$ cat config.mk
export PLATFORM = sky130hd
export DESIGN_NAME = demux_1to2
export DESIGN_NICKNAME = d
export VERILOG_FILES = /design/src/rtl/demux_1to2.sv
export SDC_FILE = /design/constraint.sdc
export NUM_CORES = 1
export LEC_CHECK = 0
export ABC_AREA = 1
export CAP_MARGIN = 20
export CORE_MARGIN = 3
export CORE_UTILIZATION = 46
export DETAILED_ROUTE_END_ITERATION = 16
export GPL_ROUTABILITY_DRIVEN = 0
export PLACE_DENSITY = 0.85
export SLEW_MARGIN = 20
export SYNTH_ARGS = -nofsm -noshare
export SYNTH_HDL_FRONTEND = slang
export SYNTH_SLANG_ARGS = --single-unit
$ cat constraint.sdc
create_clock -name i_clk -period 2 [get_ports i_clk]
set_clock_uncertainty 0.15 [all_clocks]
set_input_delay 0.6 -clock i_clk [delete_from_list [all_inputs] [get_ports i_clk]]
set_output_delay 0.6 -clock i_clk [all_outputs]
set_load 0.1 [all_outputs]
$ cat src/rtl/demux_1to2.sv
// Registered 1-to-2 demultiplexer with valid/ready flow control.
// Each output channel owns a one-entry holding register, so a stall on one never blocks the other.
module demux_1to2 #(
    parameter int unsigned WIDTH = 32
) (
    input  logic             i_clk,
    input  logic             i_rst_n,
    input  logic [WIDTH-1:0] i_data,
    input  logic             sel,
    input  logic             i_valid,
    output logic             o_ready,
    output logic [WIDTH-1:0] o_data0,
    output logic             o_valid0,
    input  logic             i_ready0,
    output logic [WIDTH-1:0] o_data1,
    output logic             o_valid1,
    input  logic             i_ready1
);

    logic [WIDTH-1:0] data_reg0;
    logic [WIDTH-1:0] data_reg1;
    logic             valid_reg0;
    logic             valid_reg1;
    logic             xfer0;
    logic             xfer1;

    // A channel can take a new word when empty or when its current word drains this cycle.
    always_comb begin
        o_ready = sel ? (!valid_reg1 || i_ready1) : (!valid_reg0 || i_ready0);
        xfer0   = i_valid && o_ready && !sel;
        xfer1   = i_valid && o_ready && sel;
    end

    always_ff @(posedge i_clk or negedge i_rst_n) begin
        if (!i_rst_n) begin
            data_reg0  <= '0;
            valid_reg0 <= 1'b0;
        end else if (xfer0) begin
            data_reg0  <= i_data;
            valid_reg0 <= 1'b1;
        end else if (i_ready0) begin
            valid_reg0 <= 1'b0;
        end
    end

    always_ff @(posedge i_clk or negedge i_rst_n) begin
        if (!i_rst_n) begin
            data_reg1  <= '0;
            valid_reg1 <= 1'b0;
        end else if (xfer1) begin
            data_reg1  <= i_data;
            valid_reg1 <= 1'b1;
        end else if (i_ready1) begin
            valid_reg1 <= 1'b0;
        end
    end

    // Drained data stays in the register but is masked so idle channels read zero.
    always_comb begin
        o_valid0 = valid_reg0;
        o_valid1 = valid_reg1;
        o_data0  = valid_reg0 ? data_reg0 : '0;
        o_data1  = valid_reg1 ? data_reg1 : '0;
    end

endmodule

==> results of run 1 <==
stage by stage:
step / worst slack [ps] / std cells
floorplan: -180 / 432
global placement: -329 / 614
detailed placement: -357 / 614
CTS: -226 / 638
global route: -321 / 639
finish: -295 / 639
registers in the layout, summed over array words and instances (netlist names):
name and count:
o_valid1 1, o_valid0 1, data_reg1 32, data_reg0 32
cell usage in the layout, fill, tap and decap left out, drive strengths merged:
cell,synthesis,final
nand3,2,2
nand4,64,64
dlygate4sd2,0,3
clkbuf,6,14
clkinvlp,0,64
buf,28,96
clkinv,0,3
inv,67,3
clkdlybuf4s50,0,32
nand2,199,199
dfrtp,66,66
cell families (layout without fill, tap and decap cells):
family,Yosys count,count (layout),synth area share (%)
buf+inv,101,215,12.9
flops,66,66,50.8
simple gates,265,265,36.2
final cells by class:
cell class,instances,area [um2]
sequential,66,1660
timing repair buffer,132,2090
clock buffer,13,159
tap,93,116
inverter,67,492
multi-input combinational,265,1710
clock inverter,3,15.0
fill,187,358
timing repair:
action | in CTS | in global routing
pin swaps | 3 | 2
gates cloned | 0 | 1
gates resized for setup | 59 | 20
setup buffers | 9 | 1
setup endpoints to repair | 71 | 100
hold buffers | 0 | 0
worst max-delay path by stage:
stage                         start                        to  slack, ps  cells after the start
2_1_floorplan  o_valid0$_DFFE_PN0P_               o_data0[10]       -180                      4
3_3_place_gp                    sel                   o_ready       -330                      5
3_5_place_dp                    sel  data_reg0[4]$_DFFE_PN0P_       -360                      7
4_1_cts        o_valid1$_DFFE_PN0P_                o_data1[2]       -230                      5
5_1_grt        o_valid1$_DFFE_PN0P_               o_data1[12]       -320                      5
6_report       o_valid1$_DFFE_PN0P_               o_data1[12]       -290                      5
worst max-delay path, stage by stage (launching register included):
cell	delay [ps]
dfrtp_4	520
buf_6	150
buf_12	150
nand2_4	70
clkinvlp_4	110
buf_12	180
power groups by stage:
stage	registers, mW	clock network [mW]	logic (mW)
final	1.83	1.06	2.61
after global routing	1.85	1.11	2.67
after CTS	1.78	1.02	2.47
after detailed placement	1.77	0	2.35
after global placement	1.75	0	2.30
after floorplan	1.74	0	1.51
metal layers:
metal | vias to the layer above | wire length, um
met5 | - | 0
met4 | 0 | 864
met3 | 94 | 1610
met2 | 381 | 7500
met1 | 1898 | 5230
li1 | 1561 | -
==> flow_summary.toml, run 1 <==
[outcome]
status = "finished, violations left"
violations = "negative setup slack"

[global_route]
antenna_found_initial = 0
grt_usage_pct = 34.1
grt-ovfl-total = 0
grt_max_degree = 67
grt_pass1_vias = 3966
grt_use_met2_pct = 58.9
gr-usage-met1_pct = 40.6
grt_use_met3_pct = 6.84
grt_pass1_wl_um = 21700
grt_most_used_layer = "met2"

[logic_synthesis]
synth_edf_count = 0
avgSynthCellArea_um2 = 7.52
syn_inst = 432
synth_area_um2 = 3250
ys_ff_latch = 66
ys_types = 11
synth_area_leaders = "dfrtp_1, nand2_1, nand4_1"
syn-num-nets = 470
synth_common_cells = "nand2_1, dfrtp_1, inv_1"
synth_async_sr_flop_share_pct = 100
synth_most_common_cell = "nand2_1"
ys_warn_count = 0
yosys.area.top_type_share_pct = 50.8
yosysSeqAreaShare_pct = 50.8
ys.flop_type = "dfrtp_1"
synth_top_area_cell = "dfrtp_1"

[worst_setup_path]
cp.arrival_ps = 1540
r2r-end = "data_reg0[0]$_DFFE_PN0P_"
r2r-start = "o_valid0$_DFFE_PN0P_"
crit_type = "reg2out"
worstSetupEndpointType = "output pin"
cp.required_ps = 1250
worstSetupStartpointType = "flip-flop"
crit_fanout = 8
reg2reg_depth = 6
reg2reg_setup_slack_ps = 80

[floorplan]
rows = 29
die-area_um2 = 8110
pin_count = 105
dieWidth_um = 90.0
die_y_um = 90.0
start_util_pct = 49.2
core_um2 = 6600

[clock_network]
cts_sinks = 66
root_buffer = "clkbuf_8"
clkTransAtPathRegs_ps = 70
clockBufferDepth = 2
cts_buffers = 9
cts_max_level = 3
tritoncts = "built"
clock_latency_ps = 350

[timing]
setup_ws_ps = -295
fmax_ghz = 0.436
fin_worst_hold_slack_ps = 94.8
tns_ps = -15040
max_slew.worst_pin.slew_ps = 436
relSlewSlack_pct = 70.9
min_period_ps = 2290
rsz0062_at_grt = "true"
finalHoldViolCount = 0
drv_slew = 0
setup_viol = 73
timing.final.crit_share_pct = 115

[pwr]
power_mw = 5.50
powerDensity_nw_per_um2 = 880
combPwrFrac_pct = 47.4
leakage_nw = 2.98
power_frac_seq_pct = 33.4
irDropWorstVdd_uv = 649
netSwitchingFraction_pct = 46.1
clkPwrFrac_pct = 19.2
power.internal_mw = 2.96
total_switching_power_mw = 2.53

[routing]
dr.pass1.iters = 7
vias = 3934
viasPerCell = 6.16
drc = 0
wl_per_cell_um = 23.8
drt_iter0_markers = 585
wl_um = 15200
ant_nets = 0

[cells_and_area]
layout.nets = 579
layout-drive-gt1-share_pct = 45.8
num_antenna_cells = 0
utilization_pct = 94.6
syn_to_final_growth_pct = 92.3
fin_area_um2 = 6250

[min_path]
min_path_type = "in2async"

[place]
port_buffers = 104
dp_hpwl_um = 7350
post_dp_cell_area_um2 = 5660

[run]
cap_violations = 0
No activity file was read; power rests on OpenSTA's default activity.
==> inputs of run 2 (changes only) <==
- SKIP_LAST_GASP: unset -> 1
==> flow_summary.toml, run 2 (synthesis results as in run 1) <==
[outcome]
status = "finished, violations left"
violations = "negative setup slack"

[cells_and_area]
fill_cells = 177
layout-drive-gt1-share_pct = 45.7
reg_top3 = "data_reg0: 32 flops, data_reg1: 32 flops"
final_cell_mix = "nand2_1, buf_12, clkinvlp_4, nand4_1, dfrtp_1"
layout.nets = 578
syn_to_final_growth_pct = 91.9
fin_area_um2 = 6230
final_common_cell = "nand2_1"
utilization_pct = 94.4

[timing]
fin_worst_hold_slack_ps = 93.4
timing.final.crit_share_pct = 116
drv_slew = 0
setup_ws_ps = -329
rsz0062_at_grt = "true"
relSlewSlack_pct = 71.5
fmax_ghz = 0.429
setup_viol = 67
min_period_ps = 2330
finalHoldViolCount = 0
max_slew.worst_pin.slew_ps = 427

[floorplan]
die_y_um = 90.0
dieWidth_um = 90.0
pin_count = 105
core_um2 = 6600
rows = 29
start_util_pct = 49.2
die-area_um2 = 8110

[clock_network]
clkTransAtPathRegs_ps = 90
cts_buffers = 9
hold_buffers = 0
tritoncts = "built"
root_buffer = "clkbuf_8"
cts_max_level = 3
clock_latency_ps = 360
cts_sinks = 66
clockBufferDepth = 2

[routing]
vias = 3939
dr.pass1.iters = 6
ant_nets = 0
wl_um = 15700
drc = 0
wl_per_cell_um = 24.5
drt_iter0_markers = 658
viasPerCell = 6.15

[worst_setup_path]
cp.required_ps = 1250
worstSetupStartpointType = "flip-flop"
r2r-start = "o_valid0$_DFFE_PN0P_"
worstSetupEndpointType = "output pin"
crit_fanout = 8
r2r-end = "data_reg0[1]$_DFFE_PN0P_"
reg2reg_setup_slack_ps = 50
cp.arrival_ps = 1580
crit_type = "reg2out"
reg2reg_depth = 6

[place]
post_dp_cell_area_um2 = 5660
port_buffers = 104
dp_hpwl_um = 7350
pre_cts_ws_ps = -357

[global_route]
antenna_found_initial = 2
grt_usage_pct = 32.2
grt_max_degree = 67
grt_pass1_wl_um = 20700
grt_pass1_vias = 3919
grt-ovfl-total = 0

[min_path]
min_path_type = "in2async"

[pwr]
leakage_nw = 2.97
irDropWorstVdd_uv = 672
powerDensity_nw_per_um2 = 888

[run]
cap_violations = 0
## run 2: layout make-up
cell class / instances / area (um2) / area share [%]
diodes: 2 / 5.00 / 0.0803
flip-flops and latches: 66 / 1660 / 26.6
clock inverters: 3 / 15.0 / 0.241
clock buffers: 13 / 159 / 2.55
inverters: 67 / 492 / 7.89
repair buffers: 131 / 2080 / 33.3
well taps: 93 / 116 / 1.87
multi-input cells: 265 / 1710 / 27.4
## run 2: worst max-delay path by stage
stage	startpoint	end	slack [ps]	depth (start not counted)
6_report	o_valid1$_DFFE_PN0P_	o_data1[7]	-330	5
3_5_place_dp	sel	data_reg0[4]$_DFFE_PN0P_	-360	7
5_1_grt	o_valid1$_DFFE_PN0P_	o_data1[7]	-340	5
2_1_floorplan	o_valid0$_DFFE_PN0P_	o_data0[10]	-180	4
3_3_place_gp	sel	o_ready	-330	5
4_1_cts	o_valid1$_DFFE_PN0P_	o_data1[2]	-230	5
## run 2: worst max-delay path, stage by stage, from the launching register on
cell,delay [ps]
dfrtp_4,520
buf_6,150
buf_12,150
nand2_4,80
clkinvlp_4,120
buf_12,180
## run 2: stage by stage
stage / power, mW / std cells / TNS (ps)
final: 5.53 / 640 / -15720
after global routing: 5.65 / 639 / -16790
after CTS: 5.26 / 638 / -11710
after detailed placement: 4.12 / 614 / -21760
after global placement: 4.05 / 614 / -20550
after floorplan: 3.26 / 432 / -10710
## run 2: timing repair
| item | CTS | global route |
|---|---|---|
| hold endpoints to repair | 0 | 0 |
| cloned | 0 | 1 |
| setup buffers | 9 | 0 |
| setup endpoints to repair | 71 | 74 |
| pin swaps | 2 | 0 |
| gates resized for setup | 56 | 20 |
## run 2: report_power, final
part / internal (mW) / leakage, nW / switching, mW
clock: 0.514 / 0.0932 / 0.570
sequential: 1.55 / 0.816 / 0.291
combinational: 0.898 / 2.06 / 1.71
total: 2.96 / 2.97 / 2.57
## run 2: routing by layer
metal	track usage, %	up-vias	part of all wire [%]
met2	56.4	377	50
met1	36.9	1889	33
met5	0	-	0
met3	8.35	111	9.8
met4	14.8	0	7.1
li1	-	1562	-
